`src/rtl/sd_cmd_phy.sv`:
```
// SD card CMD-line PHY: serialises a 48-bit command frame, then captures and
// checks the card's 48-bit or 136-bit (R2) response.
module sd_cmd_phy #(
  parameter int unsigned TIMEOUT_CYCLES = 64
) (
  input  logic         clock,
  input  logic         reset,
  input  logic         new_command,
  input  logic [15:0]  command,
  input  logic [31:0]  argument,
  input  logic         cmd_in,
  output logic         cmd_out,
  output logic         cmd_oe,
  output logic         cmd_busy,
  output logic         command_complete,
  output logic [127:0] response_o,
  output logic [3:0]   error_o
);

  localparam int unsigned FRAME_W = 48;
  localparam int unsigned R2_W    = 136;
  localparam int unsigned CNT_MAX = (TIMEOUT_CYCLES > R2_W) ? TIMEOUT_CYCLES : R2_W;
  localparam int unsigned CNT_W   = $clog2(CNT_MAX);
  localparam logic [1:0]  RT_NONE = 2'b00;
  localparam logic [1:0]  RT_R2   = 2'b01;

  typedef enum logic [2:0] {ST_IDLE, ST_SEND, ST_WAIT_RESP, ST_RECV, ST_DONE} state_t;

  // Bit-serial CRC7 (x^7+x^3+1, zero seed); leading zeros leave the CRC untouched,
  // so shorter fields are passed zero-extended to 120 bits.
  function automatic logic [6:0] crc7(input logic [119:0] data);
    logic [6:0] crc;
    logic       fb;
    crc = '0;
    for (int i = 119; i >= 0; i--) begin
      fb  = data[i] ^ crc[6];
      crc = {crc[5:0], 1'b0} ^ (fb ? 7'h09 : 7'h00);
    end
    return crc;
  endfunction

  state_t             r_state, w_state_nxt;
  logic [CNT_W-1:0]   r_cnt, w_cnt_nxt;
  logic [46:0]        r_tx, w_tx_nxt;
  logic [134:0]       r_rx, w_rx_nxt;
  logic [5:0]         r_index, w_index_nxt;
  logic [1:0]         r_rtype, w_rtype_nxt;
  logic               r_cmd_out, w_cmd_out_nxt;
  logic               r_cmd_oe, w_cmd_oe_nxt;
  logic               r_busy, w_busy_nxt;
  logic               r_complete, w_complete_nxt;
  logic [127:0]       r_resp, w_resp_nxt;
  logic [3:0]         r_err, w_err_nxt;

  logic [39:0]        w_tx_hdr;
  logic [47:0]        w_tx_frame;
  logic [135:0]       w_rx_full;
  logic               w_rx_last;
  logic               w_crc48_bad;
  logic               w_crc136_bad;
  logic               w_unused;

  assign w_tx_hdr     = {2'b01, command[13:8], argument};
  assign w_tx_frame   = {w_tx_hdr, crc7({80'b0, w_tx_hdr}), 1'b1};
  assign w_rx_full    = {r_rx, cmd_in};
  assign w_rx_last    = (r_rtype == RT_R2) ? (r_cnt == CNT_W'(R2_W - 1))
                                           : (r_cnt == CNT_W'(FRAME_W - 1));
  assign w_crc48_bad  = crc7({80'b0, w_rx_full[47:8]}) != w_rx_full[7:1];
  assign w_crc136_bad = crc7(w_rx_full[127:8]) != w_rx_full[7:1];
  assign w_unused     = ^{command[15:14], command[7:2], w_rx_full[135]};

  always_comb begin
    w_state_nxt   = r_state;
    w_cnt_nxt     = r_cnt;
    w_tx_nxt      = r_tx;
    w_rx_nxt      = r_rx;
    w_index_nxt   = r_index;
    w_rtype_nxt   = r_rtype;
    w_cmd_out_nxt = 1'b1;
    w_cmd_oe_nxt  = 1'b0;
    w_resp_nxt    = r_resp;
    w_err_nxt     = r_err;
    case (r_state)
      ST_IDLE: begin
        if (new_command) begin
          w_index_nxt   = command[13:8];
          w_rtype_nxt   = command[1:0];
          w_tx_nxt      = w_tx_frame[46:0];
          w_cmd_out_nxt = w_tx_frame[47];
          w_cmd_oe_nxt  = 1'b1;
          w_rx_nxt      = '0;
          w_cnt_nxt     = '0;
          w_resp_nxt    = '0;
          w_err_nxt     = '0;
          w_state_nxt   = ST_SEND;
        end
      end
      ST_SEND: begin
        if (r_cnt == CNT_W'(FRAME_W - 1)) begin
          w_cnt_nxt   = '0;
          w_state_nxt = (r_rtype == RT_NONE) ? ST_DONE : ST_WAIT_RESP;
        end else begin
          w_cnt_nxt     = r_cnt + CNT_W'(1);
          w_tx_nxt      = {r_tx[45:0], 1'b1};
          w_cmd_out_nxt = r_tx[46];
          w_cmd_oe_nxt  = 1'b1;
        end
      end
      ST_WAIT_RESP: begin
        // The start bit itself is the first received bit.
        if (!cmd_in) begin
          w_rx_nxt    = w_rx_full[134:0];
          w_cnt_nxt   = CNT_W'(1);
          w_state_nxt = ST_RECV;
        end else if (r_cnt == CNT_W'(TIMEOUT_CYCLES - 1)) begin
          w_err_nxt[0] = 1'b1;
          w_cnt_nxt    = '0;
          w_state_nxt  = ST_DONE;
        end else begin
          w_cnt_nxt = r_cnt + CNT_W'(1);
        end
      end
      ST_RECV: begin
        w_rx_nxt = w_rx_full[134:0];
        if (w_rx_last) begin
          w_cnt_nxt   = '0;
          w_state_nxt = ST_DONE;
          if (r_rtype == RT_R2) begin
            w_resp_nxt = {8'b0, w_rx_full[127:8]};
            w_err_nxt  = {1'b0, ~w_rx_full[0], w_crc136_bad, 1'b0};
          end else begin
            w_resp_nxt = {96'b0, w_rx_full[39:8]};
            w_err_nxt  = {w_rx_full[45:40] != r_index, ~w_rx_full[0], w_crc48_bad, 1'b0};
          end
        end else begin
          w_cnt_nxt = r_cnt + CNT_W'(1);
        end
      end
      ST_DONE:  w_state_nxt = ST_IDLE;
      default:  w_state_nxt = ST_IDLE;
    endcase
    w_busy_nxt     = (w_state_nxt != ST_IDLE);
    w_complete_nxt = (w_state_nxt == ST_DONE);
  end

  always_ff @(posedge clock) begin
    if (reset) begin
      r_state    <= ST_IDLE;
      r_cnt      <= '0;
      r_tx       <= '0;
      r_rx       <= '0;
      r_index    <= '0;
      r_rtype    <= '0;
      r_cmd_out  <= 1'b1;
      r_cmd_oe   <= 1'b0;
      r_busy     <= 1'b0;
      r_complete <= 1'b0;
      r_resp     <= '0;
      r_err      <= '0;
    end else begin
      r_state    <= w_state_nxt;
      r_cnt      <= w_cnt_nxt;
      r_tx       <= w_tx_nxt;
      r_rx       <= w_rx_nxt;
      r_index    <= w_index_nxt;
      r_rtype    <= w_rtype_nxt;
      r_cmd_out  <= w_cmd_out_nxt;
      r_cmd_oe   <= w_cmd_oe_nxt;
      r_busy     <= w_busy_nxt;
      r_complete <= w_complete_nxt;
      r_resp     <= w_resp_nxt;
      r_err      <= w_err_nxt;
    end
  end

  assign cmd_out          = r_cmd_out;
  assign cmd_oe           = r_cmd_oe;
  assign cmd_busy         = r_busy;
  assign command_complete = r_complete;
  assign response_o       = r_resp;
  assign error_o          = r_err;

endmodule

```
`config.mk`:
```
export PLATFORM = sky130hd
export DESIGN_NAME = sd_cmd_phy
export DESIGN_NICKNAME = d
export VERILOG_FILES = /design/src/rtl/sd_cmd_phy.sv
export SDC_FILE = /design/constraint.sdc
export NUM_CORES = 1
export LEC_CHECK = 0
export BUFFER_PORTS_ARGS = -buffer_cell sky130_fd_sc_hd__buf_2
export CAP_MARGIN = 20
export CORE_ASPECT_RATIO = 2
export CORE_MARGIN = 2
export CORE_UTILIZATION = 50
export DETAILED_ROUTE_END_ITERATION = 8
export PLACE_DENSITY = 0.76
export SLEW_MARGIN = 40
export SYNTH_ARGS = -nofsm -noshare
export SYNTH_HDL_FRONTEND = slang
export SYNTH_SLANG_ARGS = --single-unit
```
`constraint.sdc`:
```
create_clock -name clock -period 6.33 [get_ports clock]
set_input_delay 0.3165 -clock clock [delete_from_list [all_inputs] [get_ports clock]]
set_output_delay 0.3165 -clock clock [all_outputs]
set_load 0.01 [all_outputs]
```
==> impl_metrics.csv <==
group,metric,value,unit
grt,grt_max_degree,210,
logic_synthesis,synth-edff-count,0,
floorplanning,die_x,133,um
routing,drcViolationCount,0,
floorplanning,start_util,50.6,%
critical_path,crit_path_frequent_cell,"xnor3_1",
critical_path,path_cells,"xor2_1, xnor3_1, xnor2_1, xnor3_1, xor2_1, xnor3_1, xnor2_1, xnor3_1, xnor3_2, xnor2_1, xor3_1, or4_1, o22ai_1, a211o_1, a211oi_1, a311oi_1",
power,switching_share,26.7,%
placement,io_buffers,171,
routing,viasPerCell,5.51,
critical_path,crit_path_max_fanout,5,
floorplanning,row_count,94,
grt,track_usage,23.1,%
logic_synthesis,synth_area_leaders,"dfxtp_1 (39%), xnor2_1 (11%), xnor3_1 (8.4%), a22oi_1 (5.8%), nand2_1 (5.5%)",
critical_path,cp.arrival,6.38,ns
critical_path,cp-end-kind,"flip-flop",
placement,dp_hpwl,29300,um
timing,hold-worst-slack,0.0215,ns
timing,finalSetupViolations,0,
layout,layout-drive-gt1-share,13.8,%
floorplanning,die_h,262,um
timing,hold_viol,0,
timing,max_freq,0.169,GHz
critical_path,crit_start,"r_rx[121]",
grt,antenna_found_initial,0,
routing,wire_per_inst,17.3,um
critical_path,critPathLaunchType,"flip-flop",
timing,finalWorstSetupSlack,0.426,ns
routing,num_vias,13000,
cts,cts_setup_buffers,0,
run,max_cap_violations,0,
routing,drt_wl_total,40900,um
logic_synthesis,yosys_warnings,0,
layout,fin_nets,1966,
placement,dp_slack,0.352,ns
power,leakage,7.47,nW
logic_synthesis,synth_top_cell_by_area,"dfxtp_1",
critical_path,cp.required,6.81,ns
cts,cts.sinks,321,
grt,grt_pass1_vias,12900,
cts,htree_levels,1,
logic_synthesis,synth_most_common_cell,"dfxtp_1",
grt,grt_pass1_wl,65700,um
placement,placed_area,17600,um^2
placement,placed_cells,2312,
logic_synthesis,synthArstFlopShare,0,%
layout,diodes,0,
floorplanning,design.core.area,32800,um^2
floorplanning,die_area,34800,um^2
outcome,status,"finished, final reports clean",
layout,stdcell_count,2364,
logic_synthesis,seq_area_frac_synth,38.7,%
timing,slew_viol_final,0,
power,irDropWorstVdd,0.000298,V
power,power_density,240,nW/um^2
logic_synthesis,ys.flop_type,"dfxtp_1",
logic_synthesis,synth_common_cells,"dfxtp_1 (321), nand2_1 (244), xnor2_1 (215)",
placement,finalWeightedCongestion,0.906,
timing,rsz0062_at_grt,"no",
timing,period_share,93.3,%
critical_path,rrSetupSlack,0.43,ns
routing,ant_nets,0,
power,power.share.clock,37.9,%
routing,firstDrtPassIters,5,
cts,clk_pin_slew,0.07,ns
cts,clockBufferDepth,3,
critical_path,timing.rr.end,"error_o[1]",
logic_synthesis,avgSynthCellArea,9.05,um^2
power,p_comb_share,15.1,%
critical_path,reg2reg_from,"r_rx[121]",
cts,cts_root_buf,"clkbuf_16",
logic_synthesis,ys_ff_latch,321,
critical_path,crit_type,"flip-flop to flip-flop",
layout,area_delta_synth_final,12.0,%
logic_synthesis,syn_area,16600,um^2
cts,cts_tree,"yes",
cts,cts_buffers,28,
critical_path,crit_end,"error_o[1]",
power,power.internal,3.27,mW
critical_path,cpMaxStageDelayCell,"xor3_1",
critical_path,slowest_delay,0.57,ns
logic_synthesis,syn_inst,1836,
cts,insertion_delay,0.58,ns
floorplanning,ios,188,
timing,max_slew_margin,49.9,%
timing,fin_crit,5.90,ns
timing,fin_tns_setup,0,ns
grt,overflow,0,
logic_synthesis,synth_top_area_share,38.7,%
timing,fin_skew,0.0292,ns
layout,fin_area,18600,um^2
logic_synthesis,yosysUniqueCellTypes,48,
power,seqPwrFrac,47.0,%
critical_path,worstRegToRegCells,16,
routing,drtIter0Drc,777,
min_path,hold_class,"input pin to flip-flop",
timing,worst_pin_slew,0.752,ns
power,switchingPower,1.19,mW
## stage by stage
stage               total power, mW  utilization, %
global placement               2.81            53.8
global route                   4.66            56.7
detailed placement             2.82            53.8
finish                         4.47            56.7
CTS                            4.51            56.6
floorplan                      2.70               -
## cells by family (layout without fill, tap and decap cells)
group	Yosys count	in the layout	synth area share, %
buffers and inverters	154	243	3.71
AND/OR/NAND/NOR	613	613	15.4
other	1	8	0.0226
multiplexers	2	2	0.128
XOR/XNOR	402	402	28.5
AO/OA/AOI/OAI	342	342	13.5
flip-flops	321	321	38.7
adder cells (fa/ha/maj)	1	1	0.0753
## repair_timing
item,in CTS,in global routing
hold endpoints to repair,2,0
gates resized for setup,0,1
setup endpoints to repair,0,1
hold buffers,2,0
## power by group through the flow
stage                     clock network, mW  logic (mW)  registers (mW)
after detailed placement                  0       0.675            2.14
after global routing                   1.80       0.753            2.10
after floorplan                           0       0.563            2.14
after global placement                    0       0.662            2.14
final                                  1.69       0.676            2.10
after CTS                              1.73       0.679            2.10
## area by class of cell
cell class | instances | area, um^2
Fill cell | 2971 | 14200
Multi-Input combinational cell | 1368 | 9660
Sequential cell | 321 | 6430
Timing Repair Buffer | 194 | 1080
Clock buffer | 40 | 796
Tap cell | 432 | 541
Clock inverter | 9 | 93.8
## flip-flops by register name, summed over array words and instances (netlist names)
signal,cells
r_rtype,2
cmd_busy,1
cmd_out,1
command_complete,1
r_cnt,8
r_state,3
cmd_oe,1
error_o,4
r_index,6
r_rx,127
response_o,120
r_tx,47
## per-layer routing
metal	share of wire (%)	global-route usage, %	routed length (um)
met1	36	23.8	14800
met2	56	46.3	23000
met3	3.3	2.41	1340
met4	4.3	10.5	1740
met5	0	0	0
## critical path, delay by kind of cell (launching register included)
family	cells	cell delay, ns
AOI/OAI and AO/OA	4	0.51
and+or+nand+nor	1	0.41
DFF	1	0.44
xor gates and xnor gates	11	4.44
## worst min-delay path by stage
stage / from / end / slack (ns) / cells after the start
3_3_place_gp: response_o[80] / response_o[80] / 0.44 / 2
3_5_place_dp: response_o[84] / response_o[84] / 0.44 / 2
5_1_grt: argument[2] / r_tx[10] / 0.03 / 3
4_1_cts: argument[2] / r_tx[10] / 0.005 / 3
6_report: argument[2] / r_tx[10] / 0.02 / 3
2_1_floorplan: r_tx[46] / cmd_out / 0.42 / 2
## placed cells by master, fill, tap and decap left out, drive strengths merged, types with 5 or more instances in the layout
cell type,Yosys,routed
dfxtp,321,321
nand2,244,244
xnor2,229,229
nor2,200,200
buf,13,191
a21oi,144,144
a22oi,128,128
nand3,126,126
xor2,96,96
xnor3,66,66
clkbuf,141,41
a311oi,40,40
nor3,14,14
xor3,11,11
o21ai,10,10
conb,1,8
o211ai,6,6
and2,5,5
(Power assumes the default switching activity.)
